===== src/rtl/seq_alu_pkg.sv =====
// Shared encodings for the sequential ALU: operation codes and controller states.
package seq_alu_pkg;

    typedef enum logic [2:0] {
        OP_ADD = 3'b000,
        OP_SUB = 3'b001,
        OP_AND = 3'b010,
        OP_NOT = 3'b011,
        OP_OR  = 3'b100,
        OP_XOR = 3'b101,
        OP_SHL = 3'b110,
        OP_MUL = 3'b111
    } alu_op_e;

    typedef enum logic [1:0] {
        S_IDLE = 2'b00,
        S_BUSY = 2'b01,
        S_DONE = 2'b10
    } state_e;

endpackage


===== src/rtl/seq_alu_alu_core.sv =====
// Single-cycle combinational datapath for every operation except MUL, plus its N/V/Z flags.
module alu_core
    import seq_alu_pkg::*;
#(
    parameter int WIDTH = 16
) (
    input  logic [WIDTH-1:0] a,
    input  logic [WIDTH-1:0] b,
    input  alu_op_e          op,
    output logic [WIDTH-1:0] result,
    output logic             n,
    output logic             v,
    output logic             z
);

    localparam int SW = $clog2(WIDTH);

    always_comb begin
        result = '0;
        v      = 1'b0;
        case (op)
            OP_ADD: begin
                result = a + b;
                v      = (a[WIDTH-1] == b[WIDTH-1]) && (result[WIDTH-1] != a[WIDTH-1]);
            end
            OP_SUB: begin
                result = a - b;
                v      = (a[WIDTH-1] != b[WIDTH-1]) && (result[WIDTH-1] != a[WIDTH-1]);
            end
            OP_AND: result = a & b;
            OP_NOT: result = ~b;
            OP_OR:  result = a | b;
            OP_XOR: result = a ^ b;
            // Only the low shift-amount bits of b matter; upper bits are ignored.
            OP_SHL: result = a << b[SW-1:0];
            default: result = '0;
        endcase
        n = result[WIDTH-1];
        z = (result == '0);
    end

endmodule


===== src/rtl/seq_alu.sv =====
// Sequential ALU: one operand set at a time, single-cycle ops via alu_core, MUL by iterative shift-add.
module seq_alu
    import seq_alu_pkg::*;
#(
    parameter int WIDTH = 16
) (
    input  logic             clk,
    input  logic             reset,
    input  logic             in_valid,
    output logic             in_ready,
    input  logic [WIDTH-1:0] Ain,
    input  logic [WIDTH-1:0] Bin,
    input  logic [2:0]       ALUop,
    output logic             out_valid,
    input  logic             out_ready,
    output logic [WIDTH-1:0] out,
    output logic             N,
    output logic             V,
    output logic             Z
);

    localparam int CW = $clog2(WIDTH) + 1;

    state_e              state;
    state_e              next_state;
    alu_op_e             op_in;
    logic                is_mul;
    logic                last_iter;
    logic [WIDTH-1:0]    core_result;
    logic                core_n;
    logic                core_v;
    logic                core_z;
    logic [2*WIDTH-1:0]  acc;
    logic [2*WIDTH-1:0]  acc_next;
    logic [2*WIDTH-1:0]  mcand;
    logic [WIDTH-1:0]    mplier;
    logic [CW-1:0]       cnt;

    assign op_in     = alu_op_e'(ALUop);
    assign is_mul    = (op_in == OP_MUL);
    assign last_iter = (cnt == CW'(WIDTH - 1));
    assign in_ready  = (state == S_IDLE);
    assign out_valid = (state == S_DONE);
    assign acc_next  = acc + (mplier[0] ? mcand : '0);

    alu_core #(
        .WIDTH (WIDTH)
    ) u_core (
        .a      (Ain),
        .b      (Bin),
        .op     (op_in),
        .result (core_result),
        .n      (core_n),
        .v      (core_v),
        .z      (core_z)
    );

    always_ff @(posedge clk) begin
        if (reset) begin
            state <= S_IDLE;
        end else begin
            state <= next_state;
        end
    end

    always_comb begin
        next_state = state;
        case (state)
            S_IDLE:  if (in_valid) next_state = is_mul ? S_BUSY : S_DONE;
            S_BUSY:  if (last_iter) next_state = S_DONE;
            S_DONE:  if (out_ready) next_state = S_IDLE;
            default: next_state = S_IDLE;
        endcase
    end

    // Multiplier iteration and result registers; outputs only change on accept or the final MUL step.
    always_ff @(posedge clk) begin
        if (reset) begin
            acc    <= '0;
            mcand  <= '0;
            mplier <= '0;
            cnt    <= '0;
            out    <= '0;
            N      <= 1'b0;
            V      <= 1'b0;
            Z      <= 1'b0;
        end else begin
            case (state)
                S_IDLE: begin
                    if (in_valid) begin
                        acc    <= '0;
                        mcand  <= {{WIDTH{1'b0}}, Ain};
                        mplier <= Bin;
                        cnt    <= '0;
                        if (!is_mul) begin
                            out <= core_result;
                            N   <= core_n;
                            V   <= core_v;
                            Z   <= core_z;
                        end
                    end
                end
                S_BUSY: begin
                    acc    <= acc_next;
                    mcand  <= mcand << 1;
                    mplier <= mplier >> 1;
                    cnt    <= cnt + CW'(1);
                    if (last_iter) begin
                        out <= acc_next[WIDTH-1:0];
                        N   <= acc_next[WIDTH-1];
                        V   <= |acc_next[2*WIDTH-1:WIDTH];
                        Z   <= (acc_next[WIDTH-1:0] == '0);
                    end
                end
                default: ;
            endcase
        end
    end

endmodule


===== config.mk =====
export PLATFORM = sky130hd
export DESIGN_NAME = seq_alu
export DESIGN_NICKNAME = d
export VERILOG_FILES = /design/src/rtl/seq_alu_pkg.sv /design/src/rtl/seq_alu_alu_core.sv /design/src/rtl/seq_alu.sv
export SDC_FILE = /design/constraint.sdc
export NUM_CORES = 1
export LEC_CHECK = 0
export ABC_AREA = 1
export BUFFER_PORTS_ARGS = -buffer_cell sky130_fd_sc_hd__buf_2
export CAP_MARGIN = 0
export CORE_ASPECT_RATIO = 2
export CORE_MARGIN = 4
export CORE_UTILIZATION = 23
export DETAILED_ROUTE_END_ITERATION = 8
export SYNTH_ARGS = -nofsm -noshare
export SYNTH_HDL_FRONTEND = slang
export SYNTH_SLANG_ARGS = --single-unit
export TNS_END_PERCENT = 100

===== constraint.sdc =====
create_clock -name clk -period 3.7 [get_ports clk]
set_clock_uncertainty 0.2 [all_clocks]
set_input_delay 0.37 -clock clk [delete_from_list [all_inputs] [get_ports clk]]
set_output_delay 0.37 -clock clk [all_outputs]
set_load 0.01 [all_outputs]

==> results.sh, run 1 <==
export IMPL_status="finished, final reports clean"
export IMPL_overflow=0
export IMPL_avgRoutedWirePerCell_um=18.13
export IMPL_syn_area_um2=10190
export IMPL_ant_nets=0
export IMPL_worstPathMaxFanout=33
export IMPL_synth_edf_count=0
export IMPL_finalHoldViolCount=0
export IMPL_drcViolationCount=0
export IMPL_critPathLaunchType="register"
export IMPL_finalPower_mw=3.308
export IMPL_final_layout_size_suffix_gt1_frac=0.07302
export IMPL_cts_buffers=9
export IMPL_dp_hpwl_mm=36.03
export IMPL_powerDensity_nw_per_um2=290.0
export IMPL_ys_ff_latch=105
export IMPL_final_cell_mix="645 x nand2_1, 250 x inv_1, 162 x nor2_1"
export IMPL_final_nets=1956
export IMPL_synth_largest_area_cell="nand2_1"
export IMPL_cts_buffer_depth=2
export IMPL_synth_area_top_cells="nand2_1 24%, dfxtp_1 21%, ha_1 10%"
export IMPL_cp_end_kind="register"
export IMPL_mostFrequentLayoutCell="nand2_1"
export IMPL_critPathMaxStageDelay_ns=0.38
export IMPL_core_area_um2=43650
export IMPL_crit_chain="buf_12 > nand2_1 > inv_1 > ha_1 > nand2_1 > inv_1 > nand2_1 > nand2_1 > inv_1 > nand3_1 > nand2_1 > nand3_1 > nand2_1 > nand2_1 > nor2_1 > nand2_1 > nor2_1 > nand3_1 > nand2_1 > a21oi_1"
export IMPL_tightest_slew_ns=1.047
export IMPL_grt_max_degree=62
export IMPL_drt_pass1_iter_count=7
export IMPL_die_h_um=305.7
export IMPL_utilization=0.2614
export IMPL_clk_latency_ns=0.38
export IMPL_cts_root_buf="clkbuf_16"
export IMPL_die_area_um2=47950
export IMPL_fmax_mhz=317.5
export IMPL_crit_top_cell="nand2_1"
export IMPL_p_leak_nw=5.874
export IMPL_via_per_inst=4.789
export IMPL_dr_first_iter_drc_count=632
export IMPL_initial_utilization=0.2335
export IMPL_fp_row_count=108
export IMPL_path_clk_slew_ns=0.08
export IMPL_drt_total_wl_mm=43.27
export IMPL_synthFlopType="dfxtp_1"
export IMPL_cts_htree_levels=3
export IMPL_finalSetupViolations=0
export IMPL_criticalPathCategory="reg -> reg"
export IMPL_ys_warn_count=0
export IMPL_cts_hold_buf=0
export IMPL_min_path_type="in -> reg"
export IMPL_grt_antenna_before_repair=1
export IMPL_vias=11430
export IMPL_cp_slowest_cell="dfxtp_1"
export IMPL_post_cts_buffers=0
export IMPL_ios=60
export IMPL_grt_pass1_wl_mm=65.61
export IMPL_grt_setup_unrepaired="no"
export IMPL_syn_to_final_growth_pct=11.95
export IMPL_syn_nets=1933
export IMPL_die_x_um=156.8
export IMPL_ys_seq_area_frac=0.2063
export IMPL_ir_drop_mv=0.2312
export IMPL_async_flop_share=0
export IMPL_gp_congestion=1.026
export IMPL_slew_viol_final=0
export IMPL_grt_pass1_vias=11470
export IMPL_slew_headroom=0.3010
export IMPL_numClockSinks=105
export IMPL_synth_top_area_share=0.2379
export IMPL_grt_use_total=0.1804
export IMPL_crit_required_ns=3.74
export IMPL_tns_ns=0
export IMPL_cts_resized=0
export IMPL_drv_cap=0
export IMPL_final_fill_count=4966
export IMPL_io_buffers=59
export IMPL_tritoncts="yes"
export IMPL_postSynthCellCount=1807
export IMPL_min_period_ns=3.150
export IMPL_synth_area_per_cell_um2=5.640
export IMPL_cp_arrival_ns=3.19
export IMPL_ys_types=42
export IMPL_fin_crit_sh=0.8513
worst max-delay path, delay by kind of cell, from the launching register on:
| kind | cells | cell delay [ns] |
|---|---|---|
| flops | 1 | 0.38 |
| buf+inv | 4 | 0.46 |
| compound gates | 1 | 0.05 |
| simple gates | 14 | 1.64 |
| fa+ha+maj | 1 | 0.27 |
path summary, 6_finish.rpt:
| kind | from | to | slack (ns) | depth (start not counted) |
|---|---|---|---|---|
| worst min-delay path | out_ready | state[1] | 0.05 | 4 |
| worst max register to register | mplier[0] | V | 0.55 | 20 |
| worst max-delay path | mplier[0] | V | 0.55 | 20 |
| worst min register to register | mcand[31] | mcand[31] | 0.27 | 2 |
per-layer routing:
metal / GRT usage / routed length [µm] / vias up
met5: 0 / 0 / -
met1: 0.1573 / 13690 / 5214
li1: - / - / 5773
met2: 0.3593 / 24320 / 309
met4: 0.1412 / 4023 / 0
met3: 0.01699 / 1232 / 130
registers in the layout, summed over array words and instances (netlist names):
name / flops
V: 1
Z: 1
out: 16
acc: 32
mplier: 16
state: 2
mcand: 32
cnt: 5
layout make-up:
| type | count | area (µm²) | area share |
|---|---|---|---|
| antenna | 1 | 2.502 | 0.0002193 |
| clock buffer | 10 | 239.0 | 0.02095 |
| clock inverter | 6 | 83.83 | 0.007348 |
| inverter | 265 | 994.7 | 0.08719 |
| multi-input combinational | 1367 | 6805 | 0.5965 |
| sequential | 105 | 2102 | 0.1843 |
| tap | 550 | 688.2 | 0.06032 |
| timing repair buffer | 82 | 493.0 | 0.04321 |
cells in the mapped netlist, types with 4 or more instances:
| library cell | instances |
|---|---|
| inv_2 | 13 |
| nand2_1 | 646 |
| buf_4 | 4 |
| o22ai_1 | 14 |
| clkbuf_1 | 47 |
| ha_1 | 84 |
| xnor2_1 | 8 |
| o21ai_1 | 8 |
| nor3_1 | 16 |
| inv_1 | 250 |
| buf_2 | 16 |
| nand4_1 | 23 |
| a21oi_1 | 103 |
| or2_2 | 15 |
| nand3_1 | 99 |
| nor2_1 | 163 |
| o211ai_1 | 5 |
| o21bai_1 | 5 |
| and2_1 | 7 |
| a31oi_1 | 45 |
| xor2_1 | 11 |
| dfxtp_1 | 105 |
| o21ai_0 | 91 |
through the flow:
| stage | worst slack (ns) | instance area [µm²] | cells | hold WS, ns |
|---|---|---|---|---|
| after detailed placement | 0.4663 | 11080 | 2369 | 0.2570 |
| after global placement | 0.4470 | 11080 | 2369 | 0.2531 |
| final | 0.5501 | 11410 | 2386 | 0.05464 |
| after CTS | 0.5700 | 11410 | 2385 | 0.05130 |
| after floorplan | 1.018 | 10190 | 1807 | 0.2410 |
| after global routing | 0.3077 | 11410 | 2385 | 0.08155 |
cell families after synthesis:
group / synth area share
buffers and inverters: 0.1269
muxes: 0.0009822
adders and majority gates: 0.1090
DFF: 0.2063
and+or+nand+nor: 0.3896
xor gates and xnor gates: 0.01633
AOI/OAI and AO/OA: 0.1509
power breakdown:
part | switching, mW | total [mW] | internal [mW]
Sequential | 0.0617 | 1.27 | 1.21
Clock | 0.501 | 1.06 | 0.561
Combinational | 0.687 | 0.973 | 0.286
Note: power is estimated with default switching activity, not from simulation.
==> inputs of run 2 (changes only) <==
RECOVER_POWER = 25   (was default)
==> run 2 against run 1 <==
  * Routed wire length increased by 0.23%
  * Flip-flop and latch count unchanged
  * Total power decreased by 0.33%
  * Via count increased by 0.14%
  * Cell area decreased by 0.41%
  * Sequential power about the same
  * Non-clock buffer count unchanged
  * Maximum frequency decreased by 5.3%
  * Register-to-register slack got worse by 0.18 ns
  * Combinational power decreased by 1%
  * Largest power group unchanged
  * Highest routed layer unchanged
==> results.sh, run 2 (synthesis gave the netlist of run 1 again) <==
export IMPL_cp_arrival_ns=3.45
export IMPL_tns_ns=0
export IMPL_die_x_um=156.8
export IMPL_via_per_inst=4.795
export IMPL_pre_cts_slack_ns=0.4663
export IMPL_cts_resized=0
export IMPL_ant_nets=0
export IMPL_multi_input_area_um2=6803
export IMPL_grt_pass1_vias=11470
export IMPL_die_area_um2=47950
export IMPL_path_buf_inv=3
export IMPL_slew_headroom=0.07232
export IMPL_fp_row_count=108
export IMPL_post_cts_buffers=0
export IMPL_die_h_um=305.7
export IMPL_overflow=0
export IMPL_tightest_slew_ns=1.392
export IMPL_status="finished, final reports clean"
export IMPL_cts_buffers=9
export IMPL_p_leak_nw=5.791
export IMPL_startpoint="state[0]"
export IMPL_design_area_um2=11360
export IMPL_cts_hold_buf=0
export IMPL_fin_crit_sh=0.8989
export IMPL_grt_max_degree=62
export IMPL_critPathMaxStageDelay_ns=1.13
export IMPL_core_area_um2=43650
export IMPL_cp_end_kind="register"
export IMPL_numClockSinks=105
export IMPL_critPathLaunchType="register"
export IMPL_finalSetupViolations=0
export IMPL_grt_pass1_wl_mm=65.61
export IMPL_whs_ns=0.05167
export IMPL_crit_chain="inv_1 > nor2_4 > clkbuf_2 > nor2_1 > a21oi_1 > o21ai_0 > inv_1"
export IMPL_min_delay_start="out_ready"
export IMPL_ir_drop_mv=0.2328
export IMPL_vias=11440
export IMPL_cts_htree_levels=3
export IMPL_avgRoutedWirePerCell_um=18.18
export IMPL_grt_antenna_before_repair=1
export IMPL_r2r_start="state[0]"
export IMPL_worstPathMaxFanout=60
export IMPL_final_layout_size_suffix_gt1_frac=0.06049
export IMPL_mostFrequentLayoutCell="nand2_1"
export IMPL_top_regs="acc x32, mcand x32"
export IMPL_cts_root_buf="clkbuf_16"
export IMPL_critPathTopFamily="buffers and inverters"
export IMPL_finalPower_mw=3.297
export IMPL_place_area_um2=11080
export IMPL_drcViolationCount=0
export IMPL_dr_first_iter_drc_count=588
export IMPL_syn_to_final_growth_pct=11.49
export IMPL_initial_utilization=0.2335
export IMPL_utilization=0.2603
export IMPL_min_path_type="in -> reg"
export IMPL_fmax_mhz=300.7
export IMPL_grt_use_total=0.1804
export IMPL_min_period_ns=3.326
export IMPL_clk_latency_ns=0.38
export IMPL_gp_congestion=1.026
export IMPL_io_buffers=59
export IMPL_dp_hpwl_mm=36.03
export IMPL_cp_slowest_cell="clkbuf_2"
export IMPL_crit_top_cell="inv_1"
export IMPL_cts_buffer_depth=2
export IMPL_powerDensity_nw_per_um2=290.2
export IMPL_crit_required_ns=3.83
export IMPL_finalHoldViolCount=0
export IMPL_drt_total_wl_mm=43.37
export IMPL_path_clk_slew_ns=0.08
export IMPL_grt_setup_unrepaired="no"
export IMPL_tritoncts="yes"
export IMPL_slew_viol_final=0
export IMPL_seq_area_um2=2102
export IMPL_setup_ws_ns=0.3739
export IMPL_dp_cells=2369
export IMPL_ios=60
export IMPL_final_cell_mix="646 x nand2_1, 251 x inv_1, 162 x nor2_1"
export IMPL_final_nets=1956
export IMPL_criticalPathCategory="reg -> reg"
export IMPL_final_fill_count=4966
export IMPL_drt_pass1_iter_count=7
export IMPL_layout_cells_non_filler=2386
export IMPL_drv_cap=0
run 2: cell type report:
type | instances | area share
clock inverter | 6 | 0.007378
multi-input combinational | 1367 | 0.5987
timing repair buffer | 82 | 0.03953
tap | 550 | 0.06057
clock buffer | 10 | 0.02103
inverter | 265 | 0.08755
antenna | 1 | 0.0002202
sequential | 105 | 0.1850
run 2: worst reg2reg max path: cells and delay by family, from the launching register on:
family | cells | cell delay [ns]
buf+inv | 3 | 1.29
simple gates | 2 | 0.73
compound gates | 2 | 0.68
flops | 1 | 0.38
run 2: layer usage:
layer / share of wire / routed length [µm] / track usage / up-vias
met1: 0.32 / 13780 / 0.1573 / 5217
met2: 0.56 / 24430 / 0.3593 / 324
met5: 0 / 0 / 0 / -
met3: 0.028 / 1195 / 0.01699 / 130
li1: - / - / - / 5771
met4: 0.091 / 3964 / 0.1412 / 0
run 2: worst paths after layout:
check,to,slack (ns),depth (start not counted)
setup / recovery,out[2],0.37,7
hold / removal,state[1],0.05,4
setup reg to reg,out[2],0.37,7
hold reg to reg,mcand[31],0.27,2
run 2: report_power, final:
group | internal [mW] | total, mW | switching, mW
sequential | 1.21 | 1.27 | 0.0622
clock | 0.561 | 1.06 | 0.501
combinational | 0.275 | 0.963 | 0.687
==> inputs of run 3 (changes only) <==
REMOVE_ABC_BUFFERS = 1   (was default)
==> run 3 against run 2 <==
  * Combinational power fell by 0.7%
  * Clock-buffer cell count did not move
  * Clock power fell by 6%
  * Cell count down 0.21%
  * Worst hold slack better by 0.0044 ns
  * Critical path depth up 13
  * First-iteration DRC count grew 7.1%
  * Largest power group unchanged
  * Sequential share of layout area grew 0.071 points
  * Register-to-register slack better by 0.16 ns
  * Flip-flop and latch count stayed put
==> results.sh, run 3 (synthesis gave the netlist of run 1 again) <==
export IMPL_ant_nets=0
export IMPL_final_layout_size_suffix_gt1_frac=0.05898
export IMPL_min_path_type="in -> reg"
export IMPL_syn_to_final_growth_pct=11.06
export IMPL_ir_drop_mv=0.2218
export IMPL_cp_arrival_ns=3.20
export IMPL_overflow=0
export IMPL_initial_utilization=0.2335
export IMPL_critPathTopFamily="simple AND/OR/NAND/NOR gates"
export IMPL_final_fill_count=5064
export IMPL_cts_resized=0
export IMPL_critPathLaunchType="register"
export IMPL_fmax_mhz=316.1
export IMPL_mostFrequentLayoutCell="nand2_1"
export IMPL_die_area_um2=47950
export IMPL_r2r_end="V"
export IMPL_final_nets=1952
export IMPL_grt_pass1_vias=11470
export IMPL_dr_first_iter_drc_count=630
export IMPL_critPathMaxStageDelay_ns=0.42
export IMPL_crit_chain="buf_12 > nand2_1 > inv_1 > ha_1 > nand2_1 > inv_1 > nand2_1 > nand2_1 > inv_1 > nand3_1 > nand2_1 > nand2_1 > nand2_1 > nand2_1 > nor2_1 > nand2_1 > nor2_1 > nand3_1 > nand2_1 > a21oi_1"
export IMPL_status="finished, final reports clean"
export IMPL_cts_buffers=9
export IMPL_crit_top_cell="nand2_1"
export IMPL_gp_congestion=1.104
export IMPL_dp_hpwl_mm=35.51
export IMPL_die_x_um=156.8
export IMPL_finalSetupViolations=0
export IMPL_cp_slowest_cell="dfxtp_1"
export IMPL_cp_end_kind="register"
export IMPL_startpoint="mplier[0]"
export IMPL_path_clk_slew_ns=0.08
export IMPL_worstPathMaxFanout=30
export IMPL_final_cell_mix="646 x nand2_1, 250 x inv_1, 162 x nor2_1"
export IMPL_fin_crit_sh=0.8549
export IMPL_drcViolationCount=0
export IMPL_cp_endpoint="V"
export IMPL_tightest_slew_ns=1.107
export IMPL_grt_antenna_before_repair=0
export IMPL_utilization=0.2593
export IMPL_min_period_ns=3.163
export IMPL_numClockSinks=105
export IMPL_min_delay_start="out_ready"
export IMPL_via_per_inst=4.813
export IMPL_fp_row_count=108
export IMPL_ios=60
export IMPL_drt_total_wl_mm=42.78
export IMPL_grt_pass1_wl_mm=64.19
export IMPL_reg2reg_slack_ns=0.54
export IMPL_avgRoutedWirePerCell_um=17.97
export IMPL_grt_use_total=0.1754
export IMPL_tritoncts="yes"
export IMPL_cts_root_buf="clkbuf_16"
export IMPL_top_regs="acc x32, mcand x32"
export IMPL_core_area_um2=43650
export IMPL_post_cts_buffers=0
export IMPL_setup_ws_ns=0.5369
export IMPL_grt_max_degree=62
export IMPL_tns_ns=0
export IMPL_path_buf_inv=4
export IMPL_p_leak_nw=5.762
export IMPL_r2r_cells=20
export IMPL_crit_required_ns=3.73
export IMPL_die_h_um=305.7
export IMPL_drv_cap=0
export IMPL_slew_headroom=0.2600
export IMPL_clk_latency_ns=0.38
export IMPL_pre_cts_slack_ns=0.4921
export IMPL_grt_setup_unrepaired="no"
export IMPL_whs_ns=0.05608
export IMPL_antenna_cells=0
export IMPL_io_buffers=59
export IMPL_r2r_start="mplier[0]"
export IMPL_cts_htree_levels=3
export IMPL_cts_hold_buf=0
export IMPL_finalHoldViolCount=0
export IMPL_vias=11460
export IMPL_criticalPathCategory="reg -> reg"
export IMPL_drt_pass1_iter_count=6
export IMPL_slew_viol_final=0
export IMPL_cts_buffer_depth=2
export IMPL_powerDensity_nw_per_um2=285.8
export IMPL_path_depth=20
run 3: cell types whose count changed in the layout (fill, tap and decap cells not counted), sizes merged:
cell	change
buf	-2
bufinv	-1
clkbuf	-2
diode	-1
clkinv	+1
run 3: layout make-up:
type | count | area [µm²] | share of cell area
Inverter | 265 | 994.7 | 0.08788
Multi-Input combinational cell | 1367 | 6803 | 0.6010
Clock buffer | 10 | 239.0 | 0.02111
Timing Repair Buffer | 78 | 424.2 | 0.03747
Clock inverter | 6 | 67.56 | 0.005969
Tap cell | 550 | 688.2 | 0.06080
Sequential cell | 105 | 2102 | 0.1857
run 3: tightest hold or removal path: stages:
cell and delay [ns]:
buf_2 0.07, inv_1 0.03, nand2_1 0.06, a21oi_1 0.06
run 3: metrics by stage:
| step | instances | power (mW) | instance area, µm² |
|---|---|---|---|
| after floorplan | 1737 | 1.842 | 9892 |
| after global placement | 2365 | 2.253 | 11040 |
| after detailed placement | 2365 | 2.260 | 11040 |
| after CTS | 2381 | 3.264 | 11350 |
| after global routing | 2381 | 3.411 | 11320 |
| final | 2381 | 3.235 | 11320 |
run 3: worst min path at each step:
stage	end	slack, ns	depth (start not counted)
final	state[1]	0.06	4
after global routing	state[1]	0.05	4
after CTS	state[1]	0.04	4
after detailed placement	cnt[4]	0.26	2
after global placement	cnt[4]	0.25	2
after floorplan	mplier[15]	0.23	2
run 3: routing by layer:
| layer | up-vias | wire length (µm) | track usage |
|---|---|---|---|
| met3 | 146 | 1040 | 0.01571 |
| met1 | 5265 | 13750 | 0.1511 |
| met2 | 301 | 24280 | 0.3557 |
| met4 | 0 | 3715 | 0.1299 |
| li1 | 5747 | - | - |
| met5 | - | 0 | 0 |
run 3: power breakdown:
group	internal [mW]	total (mW)	leakage (nW)	switching, mW
Sequential	1.21	1.27	0.858	0.0637
Combinational	0.273	0.956	4.75	0.682
Clock	0.496	1.00	0.150	0.509
